==> config.mk <==
export PLATFORM = sky130hd
export DESIGN_NAME = warp_fetcher_flat
export DESIGN_NICKNAME = d
export VERILOG_FILES = /design/src/rtl/warp_fetcher_if.sv /design/src/rtl/warp_fetcher.sv /design/src/flat_wrapper.sv
export SDC_FILE = /design/constraint.sdc
export NUM_CORES = 1
export LEC_CHECK = 0
export CAP_MARGIN = 20
export CORE_MARGIN = 2
export CORE_UTILIZATION = 55
export DETAILED_ROUTE_END_ITERATION = 8
export PLACE_DENSITY = 0.81
export RECOVER_POWER = 50
export SYNTH_ARGS = -nofsm -noshare
export SYNTH_HDL_FRONTEND = slang
export SYNTH_SLANG_ARGS = --single-unit
==> constraint.sdc <==
create_clock -name clk -period 4.43 [get_ports clk]
set_input_delay 1.1075 -clock clk [delete_from_list [all_inputs] [get_ports clk]]
set_output_delay 1.1075 -clock clk [all_outputs]
set_load 0.005 [all_outputs]
==> src/rtl/warp_fetcher_if.sv <==
// Fetch-side and program-memory-side signals of the warp fetcher.
// master: the fetcher (drives instruction_ready/instruction and the memory read request).
// slave : the environment (scheduler drives fetch_req/warp_id/pc/flush, memory drives ready/data).
interface warp_fetcher_if #(
  parameter int ADDR_BITS = 8,
  parameter int DATA_BITS = 16,
  parameter int WARP_BITS = 8
);
  logic                 fetch_req;
  logic [WARP_BITS-1:0] warp_id;
  logic [ADDR_BITS-1:0] pc;
  logic                 flush;
  logic                 instruction_ready;
  logic [DATA_BITS-1:0] instruction;
  logic                 mem_read_valid;
  logic [ADDR_BITS-1:0] mem_read_address;
  logic                 mem_read_ready;
  logic [DATA_BITS-1:0] mem_read_data;

  modport master (
    input  fetch_req, warp_id, pc, flush, mem_read_ready, mem_read_data,
    output instruction_ready, instruction, mem_read_valid, mem_read_address
  );

  modport slave (
    output fetch_req, warp_id, pc, flush, mem_read_ready, mem_read_data,
    input  instruction_ready, instruction, mem_read_valid, mem_read_address
  );
endinterface

==> src/rtl/warp_fetcher.sv <==
// Instruction-fetch responder with a one-entry instruction buffer per warp.
// Latency: buffer hit 1 cycle; miss 1 cycle after mem_read_ready is sampled (min 2 cycles).
// Backpressure: mem_read_valid held with a stable address until mem_read_ready; instruction_ready held until fetch_req drops.
// Ports: clk, reset (sync, active-low), bus (warp_fetcher_if.master: scheduler fetch side + program memory read side).
module warp_fetcher #(
  parameter int MAX_WARPS             = 4,
  parameter int PROGRAM_MEM_ADDR_BITS = 8,
  parameter int PROGRAM_MEM_DATA_BITS = 16
) (
  input  logic            clk,
  input  logic            reset,
  warp_fetcher_if.master  bus
);
  localparam int WARP_BITS = 8;

  typedef enum logic [1:0] {
    IDLE       = 2'd0,
    REQUESTING = 2'd1,
    DELIVER    = 2'd2
  } state_t;

  state_t                           state;
  logic [WARP_BITS-1:0]             lat_warp;
  logic [PROGRAM_MEM_ADDR_BITS-1:0] lat_pc;

  logic                             buf_valid [MAX_WARPS];
  logic [PROGRAM_MEM_ADDR_BITS-1:0] buf_pc    [MAX_WARPS];
  logic [PROGRAM_MEM_DATA_BITS-1:0] buf_instr [MAX_WARPS];

  logic                             lookup_hit;
  logic [PROGRAM_MEM_DATA_BITS-1:0] lookup_instr;

  // Lookup against the live request; warp ids beyond the table never match any entry.
  always_comb begin
    lookup_hit   = 1'b0;
    lookup_instr = '0;
    for (int i = 0; i < MAX_WARPS; i++) begin
      if (bus.warp_id == WARP_BITS'(i) && buf_valid[i] && buf_pc[i] == bus.pc) begin
        lookup_hit   = 1'b1;
        lookup_instr = buf_instr[i];
      end
    end
  end

  always_ff @(posedge clk) begin
    if (!reset) begin
      state                 <= IDLE;
      lat_warp              <= '0;
      lat_pc                <= '0;
      bus.instruction_ready <= 1'b0;
      bus.instruction       <= '0;
      bus.mem_read_valid    <= 1'b0;
      bus.mem_read_address  <= '0;
      for (int i = 0; i < MAX_WARPS; i++) begin
        buf_valid[i] <= 1'b0;
      end
    end else begin
      case (state)
        IDLE: begin
          if (bus.fetch_req) begin
            lat_warp <= bus.warp_id;
            lat_pc   <= bus.pc;
            if (lookup_hit) begin
              bus.instruction       <= lookup_instr;
              bus.instruction_ready <= 1'b1;
              state                 <= DELIVER;
            end else begin
              bus.mem_read_valid   <= 1'b1;
              bus.mem_read_address <= bus.pc;
              state                <= REQUESTING;
            end
          end
        end

        REQUESTING: begin
          if (bus.mem_read_ready) begin
            bus.mem_read_valid <= 1'b0;
            bus.instruction    <= bus.mem_read_data;
            for (int i = 0; i < MAX_WARPS; i++) begin
              if (lat_warp == WARP_BITS'(i)) begin
                buf_valid[i] <= 1'b1;
                buf_pc[i]    <= lat_pc;
                buf_instr[i] <= bus.mem_read_data;
              end
            end
            // A scheduler that left its fetch phase gets no ready pulse; the fill still lands.
            if (bus.fetch_req) begin
              bus.instruction_ready <= 1'b1;
              state                 <= DELIVER;
            end else begin
              state <= IDLE;
            end
          end
        end

        DELIVER: begin
          if (!bus.fetch_req) begin
            bus.instruction_ready <= 1'b0;
            state                 <= IDLE;
          end
        end

        default: state <= IDLE;
      endcase

      // Placed after the fill so a coincident flush leaves the entry invalid.
      if (bus.flush) begin
        for (int i = 0; i < MAX_WARPS; i++) begin
          buf_valid[i] <= 1'b0;
        end
      end
    end
  end
endmodule

==> src/flat_wrapper.sv <==
// flat-port wrapper written by rule: the top's interface ports become plain ports
module warp_fetcher_flat 
#(
  parameter int MAX_WARPS             = 4,
  parameter int PROGRAM_MEM_ADDR_BITS = 8,
  parameter int PROGRAM_MEM_DATA_BITS = 16
)
  (clk, reset, bus_fetch_req, bus_warp_id, bus_pc, bus_flush, bus_mem_read_ready, bus_mem_read_data, bus_instruction_ready, bus_instruction, bus_mem_read_valid, bus_mem_read_address);
  warp_fetcher_if #(.ADDR_BITS(8), .DATA_BITS(16), .WARP_BITS(8)) bus_i ();
  input  logic clk;
  input  logic reset;
  input wire logic [$bits(bus_i.fetch_req)-1:0] bus_fetch_req;
  input wire logic [$bits(bus_i.warp_id)-1:0] bus_warp_id;
  input wire logic [$bits(bus_i.pc)-1:0] bus_pc;
  input wire logic [$bits(bus_i.flush)-1:0] bus_flush;
  input wire logic [$bits(bus_i.mem_read_ready)-1:0] bus_mem_read_ready;
  input wire logic [$bits(bus_i.mem_read_data)-1:0] bus_mem_read_data;
  output wire logic [$bits(bus_i.instruction_ready)-1:0] bus_instruction_ready;
  output wire logic [$bits(bus_i.instruction)-1:0] bus_instruction;
  output wire logic [$bits(bus_i.mem_read_valid)-1:0] bus_mem_read_valid;
  output wire logic [$bits(bus_i.mem_read_address)-1:0] bus_mem_read_address;
  assign bus_i.fetch_req = bus_fetch_req;
  assign bus_i.warp_id = bus_warp_id;
  assign bus_i.pc = bus_pc;
  assign bus_i.flush = bus_flush;
  assign bus_i.mem_read_ready = bus_mem_read_ready;
  assign bus_i.mem_read_data = bus_mem_read_data;
  assign bus_instruction_ready = bus_i.instruction_ready;
  assign bus_instruction = bus_i.instruction;
  assign bus_mem_read_valid = bus_i.mem_read_valid;
  assign bus_mem_read_address = bus_i.mem_read_address;
  warp_fetcher #(.MAX_WARPS(MAX_WARPS), .PROGRAM_MEM_ADDR_BITS(PROGRAM_MEM_ADDR_BITS), .PROGRAM_MEM_DATA_BITS(PROGRAM_MEM_DATA_BITS)) u_core (.clk(clk), .reset(reset), .bus(bus_i));
endmodule
==> impl_metrics.ini <==
[run_status]
status = finished clean

[clock_network]
cts_sinks = 144
clk_pin_slew_ns = 0.06
cts_buffers = 17
ctsHoldBuffers = 0
cts-root-buf = clkbuf_8
cts_tree = built
post_cts_buffers = 0
htreeDepth = 4
clk_latency_ns = 0.52
cts_buffer_depth = 2
ctsResizeCount = 0

[grt]
grt_pass1_wl_mm = 21.5
gr-total-overflow = 0
grt_usage_pct = 25.2
first_global_vias = 4184
grt_max_degree = 29
antenna_found_initial = 0

[timing]
fin_crit_sh_pct = 80.1
finalHoldViolations = 0
layout_min_cycle_time_ns = 3.55
timing.setup.tns_ns = 0
rsz0062_at_grt = false
finalClockSkew_ns = 0.00842
maxSlewViolCount = 0
worst_pin_slew_ns = 0.919
timing.fmax_mhz = 282
slew-limit-headroom_pct = 38.7
setup_viol = 0

[floorplanning]
dieWidth_um = 107
initial_core_util_pct = 56.4
die_y_um = 107
dieArea_um2 = 11400
rows = 37
fp.coreArea_um2 = 10300
ios = 63

[yosys]
yosys_register_bits = 144
syn_nets = 493
yosysTopAreaCell = edfxtp_1
synth.distinct_cells = 39
syn_area_um2 = 5790
yosys-top-cells-area = edfxtp_1, dfxtp_1, xnor2_1, nand2_1, a32o_1
syn_inst = 456
ys_seq_area_share_pct = 66.5
synth_top_area_share_pct = 50.3
avgSynthCellArea_um2 = 12.7
ys_warn_count = 0

[critical_path]
critPathMaxFanout = 16
cp-start-kind = input pin
critPathArrivalTime_ns = 3.96
crit_path_end_kind = flip-flop
crit_required_ns = 4.84
setup.worst_path.class = input pin to flip-flop

[detailed_routing]
drtPass1Iterations = 7
ant_nets = 0
drt_wl_total_mm = 13.7
via_count = 4094
drc = 0
drtIter0Drc = 278
avgRoutedWirePerCell_um = 20.4
avgViaCountPerCell = 6.08

[power]
netSwitchingFraction_pct = 23.3
switchingPower_mw = 0.717
clkPwrFrac_pct = 46.0
internal_power_mw = 2.36
power_density_nw_per_um2 = 428
ir_drop_v = 0.000256
p_seq_share_pct = 47.9
finalPower_mw = 3.08
combPwrFrac_pct = 6.1
leakage_nw = 2.43

[run]
drv_cap = 0

[cells_and_area]
nFillCells = 711
syn_to_final_growth_pct = 24.0
post-route-util_pct = 69.9
drive_gt1_share_pct = 11.9
antenna_cells = 0
nNetsFinal = 561

[placed_design]
hpwlAfterDp_mm = 8.93
port_buffers = 62
routabilityCongestion = 0.876

[worst_hold_path]
hold_path.class = flip-flop to flip-flop
==> cell usage after synthesis (all sizes together) <==
| master | n |
|---|---|
| a2111oi | 1 |
| clkbuf | 25 |
| o211a | 1 |
| dfxtp | 47 |
| o211ai | 16 |
| nor4 | 8 |
| or3 | 1 |
| nand3 | 20 |
| o21a | 3 |
| nand2b | 20 |
| a31oi | 2 |
| or4 | 5 |
| a211oi | 1 |
| a21oi | 25 |
| o31ai | 1 |
| nand2 | 51 |
| a32o | 16 |
| a221oi | 16 |
| a2111o | 1 |
| nand4 | 8 |
| nand3b | 5 |
| o21ai | 12 |
| edfxtp | 97 |
| nor3 | 1 |
| xnor2 | 32 |
| inv | 3 |
| o41ai | 1 |
| and3 | 1 |
| buf | 5 |
| nor2 | 29 |
| or4b | 2 |
==> registers in the layout, summed over array words and instances, names as in the netlist, 2 cells and up <==
signal / count
u_core.buf_pc: 32
u_core.lat_pc: 8
u_core.bus.instruction: 16
u_core.buf_instr: 64
u_core.buf_valid: 4
u_core.bus.mem_read_address: 8
u_core.lat_warp: 8
u_core.state: 2
==> layout by cell type (no fill, tap or decap), types with 3 or more instances in the layout <==
cell and count:
xnor2_1 32, nand2_1 51, nor4_1 4, nand2b_1 20, o21a_1 3, nor2_1 25, a21oi_1 24, inv_6 4
clkinv_4 3, nor2_2 4, buf_4 17, dlygate4sd3_1 36, nand3b_1 5, clkdlybuf4s50_1 26, clkbuf_16 16, a32o_1 16
nand3_1 20, inv_8 3, o21ai_1 9, nor4_4 4, o21ai_0 3, o211ai_1 16, or4_1 3, a221oi_1 16
nand4_1 8, edfxtp_1 97, dfxtp_1 47
==> routing by layer <==
metal	up-vias	global-route usage [%]	part of all wire, %
met1	2038	31.2	40
met4	0	10.3	1.2
met5	-	0	0
met2	175	43.8	53
li1	1862	-	-
met3	19	4.62	5.7
==> worst max-delay path, cell delays in order <==
cell,delay [ns]
clkdlybuf4s50_1,0.42
or4_4,0.58
or4b_4,0.55
or4_1,0.54
buf_4,0.22
nor2_1,0.12
o211ai_1,0.11
a32o_1,0.31
==> final timing paths <==
kind,slack (ns),startpoint,cells past startpoint,end
setup / recovery,0.88,bus_warp_id[7],8,u_core.bus.instruction[1]$_SDFFE_PN0P_
hold / removal,0.46,u_core.lat_warp[5]$_SDFFE_PN0P_,2,u_core.lat_warp[5]$_SDFFE_PN0P_
setup reg to reg,1.99,u_core.state[0]$_SDFFE_PN0P_,6,u_core.buf_pc[0][1]$_DFFE_PP_
hold reg to reg,0.46,u_core.lat_warp[5]$_SDFFE_PN0P_,2,u_core.lat_warp[5]$_SDFFE_PN0P_
==> cells by family after synthesis <==
group | count (synthesis) | synth area share (%)
flops | 144 | 66.5
buf+inv | 33 | 2.50
simple gates | 151 | 14.0
compound gates | 96 | 12.2
xor+xnor | 32 | 4.84
==> metrics by stage <==
| stage | area, um^2 | instances | setup WS (ns) | hold WS (ns) |
|---|---|---|---|---|
| floorplan | 5790 | 456 | 0.912 | 0.431 |
| global placement | 6600 | 641 | 0.431 | 0.440 |
| detailed placement | 6600 | 641 | 0.329 | 0.452 |
| CTS | 7180 | 673 | 0.887 | 0.461 |
| global route | 7180 | 673 | 0.803 | 0.478 |
| finish | 7180 | 673 | 0.881 | 0.461 |
==> layout make-up <==
cell class | instances | area (um^2) | area share, %
Clock buffer | 17 | 414 | 5.76
Clock inverter | 15 | 175 | 2.44
Inverter | 3 | 11.3 | 0.157
Multi-Input combinational cell | 279 | 1810 | 25.2
Sequential cell | 144 | 3850 | 53.6
Tap cell | 136 | 170 | 2.37
Timing Repair Buffer | 79 | 748 | 10.4
==> power groups by stage <==
stage	clock network, mW	registers [mW]	logic (mW)
6_report	1.42	1.47	0.186
5_1_grt	1.49	1.48	0.202
4_1_cts	1.43	1.47	0.192
3_5_place_dp	0	1.50	0.191
3_3_place_gp	0	1.50	0.184
2_1_floorplan	0	1.50	0.0987
(Power assumes the default switching activity.)
